### config.mk
export PLATFORM = sky130hd
export DESIGN_NAME = afx_axis_upsize_2to1
export DESIGN_NICKNAME = d
export VERILOG_FILES = /design/src/rtl/afx_axis_upsize_2to1.sv
export SDC_FILE = /design/constraint.sdc
export NUM_CORES = 1
export LEC_CHECK = 0
export ABC_AREA = 1
export BUFFER_PORTS_ARGS = -buffer_cell sky130_fd_sc_hd__buf_2
export CAP_MARGIN = 10
export CORE_ASPECT_RATIO = 0.75
export CORE_UTILIZATION = 40
export CTS_BUF_LIST = sky130_fd_sc_hd__clkbuf_8
export CTS_CLUSTER_DIAMETER = 80
export DETAILED_ROUTE_END_ITERATION = 8
export HOLD_SLACK_MARGIN = 0.1
export PLACE_DENSITY = 0.72
export SYNTH_ARGS = -nofsm -noshare
export SYNTH_HDL_FRONTEND = slang
export SYNTH_SLANG_ARGS = --single-unit
### constraint.sdc
create_clock -name clk -period 4.3 [get_ports clk]
set_clock_uncertainty 0.15 [all_clocks]
set_input_delay 0.645 -clock clk [delete_from_list [all_inputs] [get_ports clk]]
set_output_delay 0.645 -clock clk [all_outputs]
set_load 0.02 [all_outputs]
### src/rtl/afx_axis_upsize_2to1.sv
// afx_axis_upsize_2to1
// Packs pairs of IN_W-bit AXI-Stream beats into one 2*IN_W-bit beat.
// The first beat of a pair goes in the low half. An odd final beat of a frame
// is emitted alone with only the low half kept. All outputs are registered.
// The block also counts completed output frames, wrapping modulo 2^CNT_W.
//
// state | meaning
// ------+--------------------------------------------
// EMPTY | no half-word held
// HALF  | low half-word held in lo_q, waiting for its pair
module afx_axis_upsize_2to1 #(
    parameter int IN_W  = 16,
    parameter int CNT_W = 16
) (
    input  logic              clk,
    input  logic              rst,
    input  logic [IN_W-1:0]   s_aixs_tdata,
    input  logic              s_aixs_tlast,
    input  logic              s_aixs_tvalid,
    output logic              s_aixs_tready,
    output logic [2*IN_W-1:0] m_aixs_tdata,
    output logic [1:0]        m_aixs_tkeep,
    output logic              m_aixs_tlast,
    output logic              m_aixs_tvalid,
    input  logic              m_aixs_tready,
    output logic [CNT_W-1:0]  frame_cnt
);

    typedef enum logic {
        EMPTY = 1'b0,
        HALF  = 1'b1
    } state_t;

    state_t              state_q;
    state_t              state_d;
    logic [IN_W-1:0]     lo_q;
    logic [IN_W-1:0]     lo_d;
    logic                acc;
    logic                ohs;
    logic                load;
    logic [2*IN_W-1:0]   load_data;
    logic [1:0]          load_keep;
    logic                load_last;

    // The output slot is always free when we accept, so an odd tlast beat
    // in EMPTY can be loaded immediately without needing extra storage.
    assign s_aixs_tready = ~rst & (~m_aixs_tvalid | m_aixs_tready);
    assign acc           = s_aixs_tvalid & s_aixs_tready;
    assign ohs           = m_aixs_tvalid & m_aixs_tready;

    // Next-state and output-load decode
    always_comb begin
        state_d   = state_q;
        lo_d      = lo_q;
        load      = 1'b0;
        load_data = '0;
        load_keep = 2'b00;
        load_last = 1'b0;
        case (state_q)
            EMPTY: begin
                if (acc) begin
                    if (s_aixs_tlast) begin
                        load      = 1'b1;
                        load_data = {{IN_W{1'b0}}, s_aixs_tdata};
                        load_keep = 2'b01;
                        load_last = 1'b1;
                    end else begin
                        lo_d    = s_aixs_tdata;
                        state_d = HALF;
                    end
                end
            end
            HALF: begin
                if (acc) begin
                    load      = 1'b1;
                    load_data = {s_aixs_tdata, lo_q};
                    load_keep = 2'b11;
                    load_last = s_aixs_tlast;
                    state_d   = EMPTY;
                end
            end
            default: state_d = EMPTY;
        endcase
    end

    // State and held half-word; reset discards any partial pair
    always_ff @(posedge clk) begin
        if (rst) begin
            state_q <= EMPTY;
            lo_q    <= '0;
        end else begin
            state_q <= state_d;
            lo_q    <= lo_d;
        end
    end

    // Output register: a load overrides a same-cycle handshake, giving back-to-back beats
    always_ff @(posedge clk) begin
        if (rst) begin
            m_aixs_tdata  <= '0;
            m_aixs_tkeep  <= 2'b00;
            m_aixs_tlast  <= 1'b0;
            m_aixs_tvalid <= 1'b0;
        end else if (load) begin
            m_aixs_tdata  <= load_data;
            m_aixs_tkeep  <= load_keep;
            m_aixs_tlast  <= load_last;
            m_aixs_tvalid <= 1'b1;
        end else if (ohs) begin
            m_aixs_tvalid <= 1'b0;
        end
    end

    // Completed-frame counter, bumped on each tlast handshake
    always_ff @(posedge clk) begin
        if (rst) begin
            frame_cnt <= '0;
        end else if (ohs && m_aixs_tlast) begin
            frame_cnt <= frame_cnt + CNT_W'(1);
        end
    end

endmodule

* Word level (Yosys, flattened, before mapping) *
Cells that the tools add are included.

word-level totals
  register bits = 69
  bits of input ports = 21
  output and inout bits = 53

cells by class
  add/sub/neg operators = 1
  bitwise logic cells = 8
  reduce and logical (&&, ||, !) cells = 3
  multiplexer cells = 20

operator list
  kind                   count
  $pmux 32 s2            1
  $mux 16                2
  $mux 32                1
  $add 16x1->16 const B  1
  $mux 1                 11
  $pmux 1 s2             3
  $not 1->1              4
  $pmux 2 s2             1
  $and 1x1->1            3
  $reduce_and 3->1       1
  $mux 2                 1
  $reduce_bool 2->1      1
  $logic_and 1x1->1      1
  $or 1x1->1             1

* Longest topological paths before layout *
  depth in word-level cells = 7
  gate-level depth with buffers = 9
  mapped depth without buffers = 9

* Least setup slack after synthesis *
OpenSTA, ideal clock, no wires.

  path type = input to register
  start point = input m_aixs_tready
  end point = register m_aixs_tdata[11]
  data arrival time = 1.659 ns
  path buffers = 1
  setup time = 0.119 ns
  required time = 4.031 ns
  cell stages on the path = 8
  setup slack = 2.372 ns
  cell sequence = nor2_2 > nor2_1 > nand2_1 > nor2_4 > buf_4 > nand2_1 > nand2_1 > a21oi_1

on the way
  longest elaborated chain between the ends = 5

RTL lines
  element                                           line  text
  start: declaration                                25    input logic m_aixs_tready,
  $or 1x1->1 (*)                                    47    assign s_aixs_tready = ~rst & (~m_aixs_tvalid | m_aixs_tready);
  $and 1x1->1 (*)                                   47
  named net s_aixs_tready                           20    output logic s_aixs_tready,
  $and 1x1->1 (*)                                   48    assign acc = s_aixs_tvalid & s_aixs_tready;
  $mux 32 (tied with other cells)                   74    if (acc) begin
  $pmux 32 s2 / $pmux 1 s2 (equally long branches)  59    case (state_q)
  end signal: assignment                            105   m_aixs_tdata <= load_data;
  end: declaration                                  21    output logic [2*IN_W-1:0] m_aixs_tdata,

The timed path passes the listed nets; every way through them passes the cells marked *.
A chain may end at the register's enable or synchronous reset.

* Final worst setup path *
  start point = input rst
  end point = register m_aixs_tdata[3]

on the way
  longest elaborated chain between the ends = 5

RTL lines
  element                                           line  text
  start: declaration                                16    input logic rst,
  $not 1->1                                         47
  $and 1x1->1                                       47
  $and 1x1->1                                       48
  $mux 32 (tied with other cells)                   74
  $pmux 32 s2 / $pmux 1 s2 (equally long branches)  59

Parallel ways exist; a longest one is shown, timed or not.

==> metrics.cfg <==
[synthesis]
syn-mean-instance-area_sq_um = 6.82
ys_ff_latch = 69
syn-num-nets = 453
synthArstFlopShare = 0
yosysSeqAreaShare = 0.470
synth_area_sq_um = 2940
synthFlopType = dfxtp_1
synth_edf_count = 0
synth_warnings = 0
synth.distinct_cells = 23
syn_inst = 431

[clock_tree]
cts_max_level = 3
cts_resized = 0
cts_buffers = 9
clock_path_buffers = 2
insertion_delay_ns = 0.34
cts_setup_buffers = 0
clk_pin_slew_ns = 0.07
cts_tree = done
clock-root-buffer = clkbuf_8
cts.sinks = 69
holdBufCountCts = 0

[floorplan]
initial_core_util = 0.422
placement_rows = 26
io_pins = 74
fp.dieArea_sq_um = 7700
die_h_microns = 76.2
core_sq_um = 6960
die_width_microns = 101

[place]
dp_hpwl_microns = 5110
io_buffers = 73
gp_congestion = 0.866
dpl.cell_count = 586

[setup_path]
arrival_ns = 2.31
startpoint_type = input port
crit_type = input port to register
worstPathRequired_ns = 4.43
crit_fanout = 33
endpoint_kind = register

[route]
finalWirelength_microns = 7110
avgRoutedWirePerCell_microns = 11.9
vias = 2823
drc = 0
ant_nets = 0
vias_per_cell = 4.71
drt_iter0_drc = 133
first_pass_iters = 4

[final_layout]
fin_nets = 521
drive_above_1_share = 0.187
multi_input_area_sq_um = 1270
area_growth_pct = 19.0
stdcell_count = 600
fill_cells = 719
antenna_cells = 0
regArea_sq_um = 1380

[sta]
slew_headroom = 0.532
final_max_slew_viol_count = 0
final-setup-viol-count = 0
fin_crit_ns = 2.18
rsz0062_at_grt = false
hold_viol = 0
worst_pin_slew_ns = 0.701
period_share = 0.508
fmax_mhz = 458
fin_tns_setup_ns = 0

[global_route]
antenna_found_initial = 0
track_usage = 0.204
grt_pass1_vias = 2609
grt_max_degree = 34
grt_pass1_wl_microns = 12300
overflow = 0

[run]
maxCapViolations = 0

[worst_hold_path]
hp-class = register to register

[power]
ir_drop_mv = 0.234
p_leak_uw = 0.00168
p_per_area_nw_per_um2 = 346

[outcome]
status = finished, final reports clean

-- layout by cell type (no fill, tap or decap), types with 2 or more instances in the layout --
cell type	instances
buf_4	2
nor2_1	74
nand2_1	118
buf_2	73
nand3_1	16
clkinv_2	3
inv_1	52
nor3_1	2
nand4_1	3
dfxtp_1	69
clkbuf_8	9
a22o_1	2
inv_2	2
o21ai_0	33
a21oi_1	35
-- synthesized netlist by cell type, drive strengths merged, types with 2 or more instances --
cell type  instances  area (sq um)
nand3             17          90.1
nand2            118           443
inv               52           195
a21oi             35           175
dfxtp             69          1380
nor2              76           295
o21ai             34           174
clkbuf             7          26.3
buf               11          65.1
nand4              3          18.8
nor3               3          26.3
a22o               2          17.5
-- where the power goes --
group / internal, uW / switching, uW / total, uW / leakage, uW
clock: 195 / 220 / 415 / 0.0000871
combinational: 40.2 / 83.6 / 124 / 0.00103
sequential: 660 / 11.3 / 671 / 0.000560
total: 895 / 315 / 1210 / 0.00168
-- worst max-delay path: stages --
cell and delay (ns):
buf_2 0.26, nor3_4 0.50, o21ai_2 0.10, buf_4 0.26, inv_2 0.29, o21ai_0 0.12, nor2_1 0.13
-- state kept, by name, indices dropped and copies added, names as in the netlist --
signal / cells
m_aixs_tlast: 1
m_aixs_tkeep: 2
m_aixs_tdata: 32
lo_q: 16
frame_cnt: 16
state_q: 1
m_aixs_tvalid: 1
-- logic make-up (layout without fill, tap and decap cells) --
kind of cell	Yosys count	count (layout)	synth area share
simple gates	219	219	0.302
fa+ha+maj	1	1	0.00426
compound gates	71	71	0.125
flops	69	69	0.470
buf+inv	71	142	0.0988
-- metrics by stage --
| step | setup slack (ns) | power (uW) | instance area [sq um] | hold slack, ns | util |
|---|---|---|---|---|---|
| 6_report | 2.12 | 1210 | 3500 | 0.307 | 0.502 |
| 5_1_grt | 1.89 | 1270 | 3500 | 0.337 | 0.502 |
| 4_1_cts | 2.12 | 1220 | 3500 | 0.312 | 0.502 |
| 3_5_place_dp | 1.75 | 810 | 3350 | 0.301 | 0.481 |
| 3_3_place_gp | 1.84 | 806 | 3350 | 0.297 | 0.481 |
| 2_1_floorplan | 2.37 | 766 | 2940 | 0.305 | - |
-- worst paths after layout --
kind	startpoint	endpoint	depth (start not counted)	slack, ns
min	m_aixs_tdata[28]	m_aixs_tdata[28]	2	0.31
max	rst	m_aixs_tdata[3]	7	2.12
max reg2reg	m_aixs_tvalid	m_aixs_tdata[3]	8	2.35
min reg2reg	m_aixs_tdata[28]	m_aixs_tdata[28]	2	0.31
-- layer usage --
layer	wire, microns	GRT usage	vias to the layer above
met2	2990	0.296	88
met5	0	0	-
met1	3400	0.279	1256
met3	602	0.0706	12
li1	-	-	1467
met4	109	0.0725	0
-- cell type report --
class / instances / area share
Sequential cell: 69 / 0.395
Multi-Input combinational cell: 291 / 0.362
Tap cell: 98 / 0.0351
Timing Repair Buffer: 75 / 0.109
Clock buffer: 9 / 0.0354
Clock inverter: 5 / 0.00644
Inverter: 53 / 0.0569
Power figures use the tool's default switching activity.
